[config.mk]
export PLATFORM = sky130hd
export DESIGN_NAME = div_sequencer
export DESIGN_NICKNAME = d
export VERILOG_FILES = /design/src/rtl/div_sequencer.sv
export SDC_FILE = /design/constraint.sdc
export NUM_CORES = 1
export LEC_CHECK = 0
export CORE_UTILIZATION = 47
export CTS_BUF_LIST = sky130_fd_sc_hd__clkbuf_4
export DETAILED_ROUTE_END_ITERATION = 7
export GPL_TIMING_DRIVEN = 0
export PLACE_DENSITY = 0.79
export SLEW_MARGIN = 20
export SYNTH_ARGS = -nofsm -noshare
export SYNTH_HDL_FRONTEND = slang
export SYNTH_SLANG_ARGS = --single-unit
export TNS_END_PERCENT = 10
[constraint.sdc]
create_clock -name clk -period 1.9 [get_ports clk]
set_clock_uncertainty 0.1 [all_clocks]
set_input_delay 0.19 -clock clk [delete_from_list [all_inputs] [get_ports clk]]
set_output_delay 0.19 -clock clk [all_outputs]
set_load 0.01 [all_outputs]
[src/rtl/div_sequencer.sv]
// ============================================================================
// Module      : div_sequencer
// Description : Front-end controller for a multi-cycle restoring divider.
//               Latches operands, runs the divider, sign-fixes the results.
// Revision    : 1.0 - initial release
// ============================================================================
`default_nettype none

module div_sequencer #(
    parameter bit          SIGNED     = 1'b1,
    parameter int unsigned DIV_CYCLES = 33
) (
    input  logic        clk,
    input  logic        reset,
    input  logic        start,
    input  logic [31:0] a_in,
    input  logic [31:0] b_in,
    input  logic [31:0] div_hi,
    input  logic [31:0] div_lo,
    input  logic        div_err,
    output logic        div_control,
    output logic [31:0] div_a,
    output logic [31:0] div_b,
    output logic [31:0] hi_out,
    output logic [31:0] lo_out,
    output logic        hi_lo_write,
    output logic        done,
    output logic        div_zero,
    output logic        busy
);

    localparam int unsigned            c_cnt_w   = $clog2(DIV_CYCLES + 1);
    localparam logic [c_cnt_w-1:0]     c_last    = c_cnt_w'(DIV_CYCLES - 1);
    localparam logic [c_cnt_w-1:0]     c_cnt_one = c_cnt_w'(1);

    typedef enum logic [1:0] {
        S_IDLE    = 2'd0,
        S_RUN     = 2'd1,
        S_CAPTURE = 2'd2
    } state_t;

    state_t               r_state;
    state_t               w_state_nxt;
    logic [c_cnt_w-1:0]   r_cnt;
    logic                 r_q_neg;
    logic                 r_r_neg;

    logic                 w_a_neg;
    logic                 w_b_neg;
    logic [31:0]          w_a_mag;
    logic [31:0]          w_b_mag;
    logic                 w_b_zero;

    // 0x80000000 negates to itself and is then used as an unsigned magnitude
    assign w_a_neg  = SIGNED & a_in[31];
    assign w_b_neg  = SIGNED & b_in[31];
    assign w_a_mag  = w_a_neg ? (~a_in + 32'd1) : a_in;
    assign w_b_mag  = w_b_neg ? (~b_in + 32'd1) : b_in;
    assign w_b_zero = (b_in == 32'd0);

    assign div_control = (r_state == S_RUN);
    assign busy        = (r_state != S_IDLE);

    always_comb begin
        w_state_nxt = r_state;
        case (r_state)
            S_IDLE: begin
                if (start && !w_b_zero) begin
                    w_state_nxt = S_RUN;
                end
            end
            S_RUN: begin
                if (div_err) begin
                    w_state_nxt = S_IDLE;
                end else if (r_cnt == c_last) begin
                    w_state_nxt = S_CAPTURE;
                end
            end
            S_CAPTURE: w_state_nxt = S_IDLE;
            default:   w_state_nxt = S_IDLE;
        endcase
    end

    always_ff @(posedge clk or negedge reset) begin
        if (!reset) begin
            r_state     <= S_IDLE;
            r_cnt       <= '0;
            r_q_neg     <= 1'b0;
            r_r_neg     <= 1'b0;
            div_a       <= 32'd0;
            div_b       <= 32'd0;
            hi_out      <= 32'd0;
            lo_out      <= 32'd0;
            hi_lo_write <= 1'b0;
            done        <= 1'b0;
            div_zero    <= 1'b0;
        end else begin
            r_state     <= w_state_nxt;
            hi_lo_write <= 1'b0;
            done        <= 1'b0;
            div_zero    <= 1'b0;
            case (r_state)
                S_IDLE: begin
                    if (start) begin
                        if (w_b_zero) begin
                            done     <= 1'b1;
                            div_zero <= 1'b1;
                        end else begin
                            div_a   <= w_a_mag;
                            div_b   <= w_b_mag;
                            r_q_neg <= w_a_neg ^ w_b_neg;
                            r_r_neg <= w_a_neg;
                            r_cnt   <= '0;
                        end
                    end
                end
                S_RUN: begin
                    if (div_err) begin
                        done     <= 1'b1;
                        div_zero <= 1'b1;
                    end else begin
                        r_cnt <= r_cnt + c_cnt_one;
                    end
                end
                S_CAPTURE: begin
                    lo_out      <= r_q_neg ? (~div_lo + 32'd1) : div_lo;
                    hi_out      <= r_r_neg ? (~div_hi + 32'd1) : div_hi;
                    hi_lo_write <= 1'b1;
                    done        <= 1'b1;
                end
                default: ;
            endcase
        end
    end

endmodule

`default_nettype wire

==> flow_metrics.env <==
export IMPL_reg2reg_depth=4
export IMPL_place_ws_ns=-1.60
export IMPL_critical_path_arrival_ns=2.36
export IMPL_gp_congestion=0.888
export IMPL_tns_ns=-1.21
export IMPL_drive_above_1_share_pct=19.3
export IMPL_start_util_pct=48.6
export IMPL_drc_errors=0
export IMPL_min_from="div_hi[6]"
export IMPL_crit_reg2reg_launch="r_r_neg"
export IMPL_pwr_share_seq_pct=37.7
export IMPL_h_tree_depth=4
export IMPL_syn_to_final_growth_pct=62.8
export IMPL_post_synth_top_area_fraction_pct=45.4
export IMPL_io_pins=265
export IMPL_coreArea_mm2=0.0160
export IMPL_place_area_mm2=0.0108
export IMPL_synthFlopType="dfrtp_1"
export IMPL_synthTopCellsByArea="dfrtp_1, xor2_1, o21ai_0, nand2_1, o31ai_1"
export IMPL_fin_area_mm2=0.0127
export IMPL_status="finished with violations"
export IMPL_setup_slack_ns=-0.137
export IMPL_power_mw=10.9
export IMPL_hold_worst_slack_ns=-0.00499
export IMPL_ys_warn_count=0
export IMPL_maxCapViolations=0
export IMPL_hpwlAfterDp_um=18500
export IMPL_hold_depth=4
export IMPL_routed_wl_um=28600
export IMPL_ys_seq_area_share_pct=45.4
export IMPL_finalSetupViolCount=26
export IMPL_grt_pass1_vias=8018
export IMPL_cellPowerDensity_mw_per_mm2=862
export IMPL_drtIter0Drc=450
export IMPL_layout_commonest_cell="clkdlybuf4s50_1"
export IMPL_worstMarginPinSlew_ns=0.774
export IMPL_cp_required_ns=2.22
export IMPL_vdd_ir_drop_max_v=0.000603
export IMPL_numCtsBuffers=17
export IMPL_core_rowCount=46
export IMPL_synth_ff_latch_count=141
export IMPL_vias=8341
export IMPL_p_sw_share_pct=33.7
export IMPL_p_sw_mw=3.68
export IMPL_crit_start="div_hi[25]"
export IMPL_yosys_cell_types_count=38
export IMPL_slowest_stage="clkdlybuf4s50_1"
export IMPL_port_buffer_count=262
export IMPL_grt_usage_pct=31.7
export IMPL_clock_sinks=141
export IMPL_syn_num_nets=991
export IMPL_cp_end_kind="register"
export IMPL_final_cell_mix="clkdlybuf4s50_1, nand2_1, o21ai_0, dfrtp_1, xor2_1"
export IMPL_synth_edf_count=0
export IMPL_finalNonFillerCells=1455
export IMPL_max_slew_margin_rel_pct=48.4
export IMPL_max_freq_ghz=0.491
export IMPL_ant_nets=0
export IMPL_path_common_cell="or3_4"
export IMPL_max_stage_delay_ns=0.46
export IMPL_dieArea_mm2=0.0171
export IMPL_min_period_ns=2.04
export IMPL_r2r_end="hi_out[29]"
export IMPL_avgSynthCellArea_um2=9.11
export IMPL_grt_ovfl_total=0
export IMPL_min_period_over_period_pct=107
export IMPL_syn_inst=853
export IMPL_hold_class="in2reg"
export IMPL_dr_pass1_iters=5
export IMPL_antenna_found_initial=1
export IMPL_crit_type="in2reg"
export IMPL_cts_max_path_buffers=2
export IMPL_rrSetupSlack_ns=0.09
export IMPL_nNetsFinal=1364
export IMPL_hold_path_end="hi_out[7]"
export IMPL_intPower_mw=7.23
export IMPL_finalHoldViolations=1
export IMPL_crit_fanout=3
export IMPL_fin_util_pct=79.1
export IMPL_grt_setup_unrepaired="yes"
export IMPL_via_per_inst=5.73
export IMPL_clockPowerShare_pct=22.4
export IMPL_report_final_slew_viol_count=0
export IMPL_clk_pin_slew_ns=0.12
export IMPL_cts_tree="yes"
export IMPL_avgRoutedWirePerCell_um=19.7
export IMPL_failed_checks="hold timing, setup timing"
export IMPL_numPlacedInstances=1332
export IMPL_synth_largest_area_cell="dfrtp_1"
export IMPL_cts_root_buf="clkbuf_4"
export IMPL_combPwrFrac_pct=39.9
export IMPL_dieHeight_um=131
export IMPL_worstSetupStartpointType="input pin"
export IMPL_synthArstFlopShare_pct=100
export IMPL_leakage_nw=5.57
export IMPL_die_x_um=131
export IMPL_cp_cell_sequence="clkdlybuf4s50_1 -> or3_4 -> or3_4 -> or3_4 -> o41ai_4 -> xor2_1 -> o21ai_0"
export IMPL_netlist_area_mm2=0.00777
export IMPL_grt_max_degree=83
export IMPL_clkLatencyLatePin_ns=0.54
export IMPL_fillers=1047
export IMPL_grt_pass1_wl_um=41400
## cell usage after synthesis, types with 4 or more instances
| cell type | instances |
|---|---|
| nor2_1 | 16 |
| nand2b_1 | 4 |
| or2_2 | 9 |
| or4_1 | 21 |
| or3b_2 | 4 |
| nor4_1 | 9 |
| inv_1 | 17 |
| nor3_1 | 8 |
| nand3_1 | 10 |
| o21ai_0 | 156 |
| or3_1 | 25 |
| nand4_1 | 4 |
| nand2_1 | 148 |
| xor2_1 | 108 |
| a21oi_1 | 11 |
| xnor2_1 | 10 |
| o41ai_1 | 23 |
| mux2i_1 | 5 |
| mux2_2 | 5 |
| nor2b_1 | 5 |
| buf_1 | 4 |
| clkbuf_1 | 46 |
| ha_1 | 6 |
| o31ai_1 | 36 |
| dfrtp_1 | 141 |
## per-layer routing
| metal | up-vias | wire (um) | track usage (%) |
|---|---|---|---|
| li1 | 3764 | - | - |
| met1 | 4043 | 10700 | 36.7 |
| met3 | 66 | 2820 | 10.2 |
| met4 | 0 | 816 | 10.8 |
| met2 | 468 | 14300 | 55.1 |
| met5 | - | 0 | 0 |
## cell type report
| cell class | count | area, um^2 | area share [%] |
|---|---|---|---|
| multi-input combinational | 644 | 4640 | 36.7 |
| sequential | 141 | 3530 | 27.9 |
| timing repair buffer | 362 | 3510 | 27.7 |
| buffer | 43 | 273 | 2.16 |
| tap | 216 | 270 | 2.14 |
| clock inverter | 13 | 221 | 1.75 |
| clock buffer | 18 | 135 | 1.07 |
| inverter | 17 | 71.3 | 0.564 |
| antenna | 1 | 2.50 | 0.0198 |
## power groups by stage
stage               combinational (mW)  sequential [mW]  clock, mW
finish                            4.35             4.11       2.44
global route                      4.70             4.18       2.58
CTS                               4.16             4.09       2.47
detailed placement                3.89             4.15          0
global placement                  3.81             4.13          0
floorplan                         1.38             4.39          0
## critical path, delay by kind of cell
kind | cells | cell delay [ns]
xor+xnor | 1 | 0.18
buf+inv | 1 | 0.46
simple gates | 3 | 1.15
compound gates | 2 | 0.37
## kinds of logic (layout without fill, tap and decap cells)
family	Yosys count	after routing	share of synthesized area, %
DFF	141	141	45.4
adders and majority gates	6	6	0.966
AOI/OAI and AO/OA	233	233	17.9
and+or+nand+nor	276	277	17.7
other	0	1	0
muxes	10	10	1.37
buffers and inverters	69	453	3.36
xor gates and xnor gates	118	118	13.3
## registers in the layout, summed over array words and instances (netlist names)
register,cells
div_zero,1
lo_out,32
r_q_neg,1
r_state,2
div_a,32
hi_out,32
hi_lo_write,1
r_r_neg,1
div_b,32
done,1
r_cnt,6
## how the worst max path moves through the flow
stage	to	slack, ns	cells after the start
final	hi_out[31]	-0.14	7
after global routing	hi_out[31]	-0.14	7
after CTS	hi_out[31]	-0.17	7
after detailed placement	r_state[0]	-1.60	8
after global placement	lo_out[9]	-5.18	1
after floorplan	div_a[30]	-0.55	7
## repair_timing
action,in CTS,in global routing
hold buffers,37,25
buffers inserted,28,7
pin swaps,51,34
resized for setup,234,105
endpoints found under the hold margin,123,25
setup endpoints to repair,133,123
gates cloned,3,0
Power figures use the tool's default switching activity.
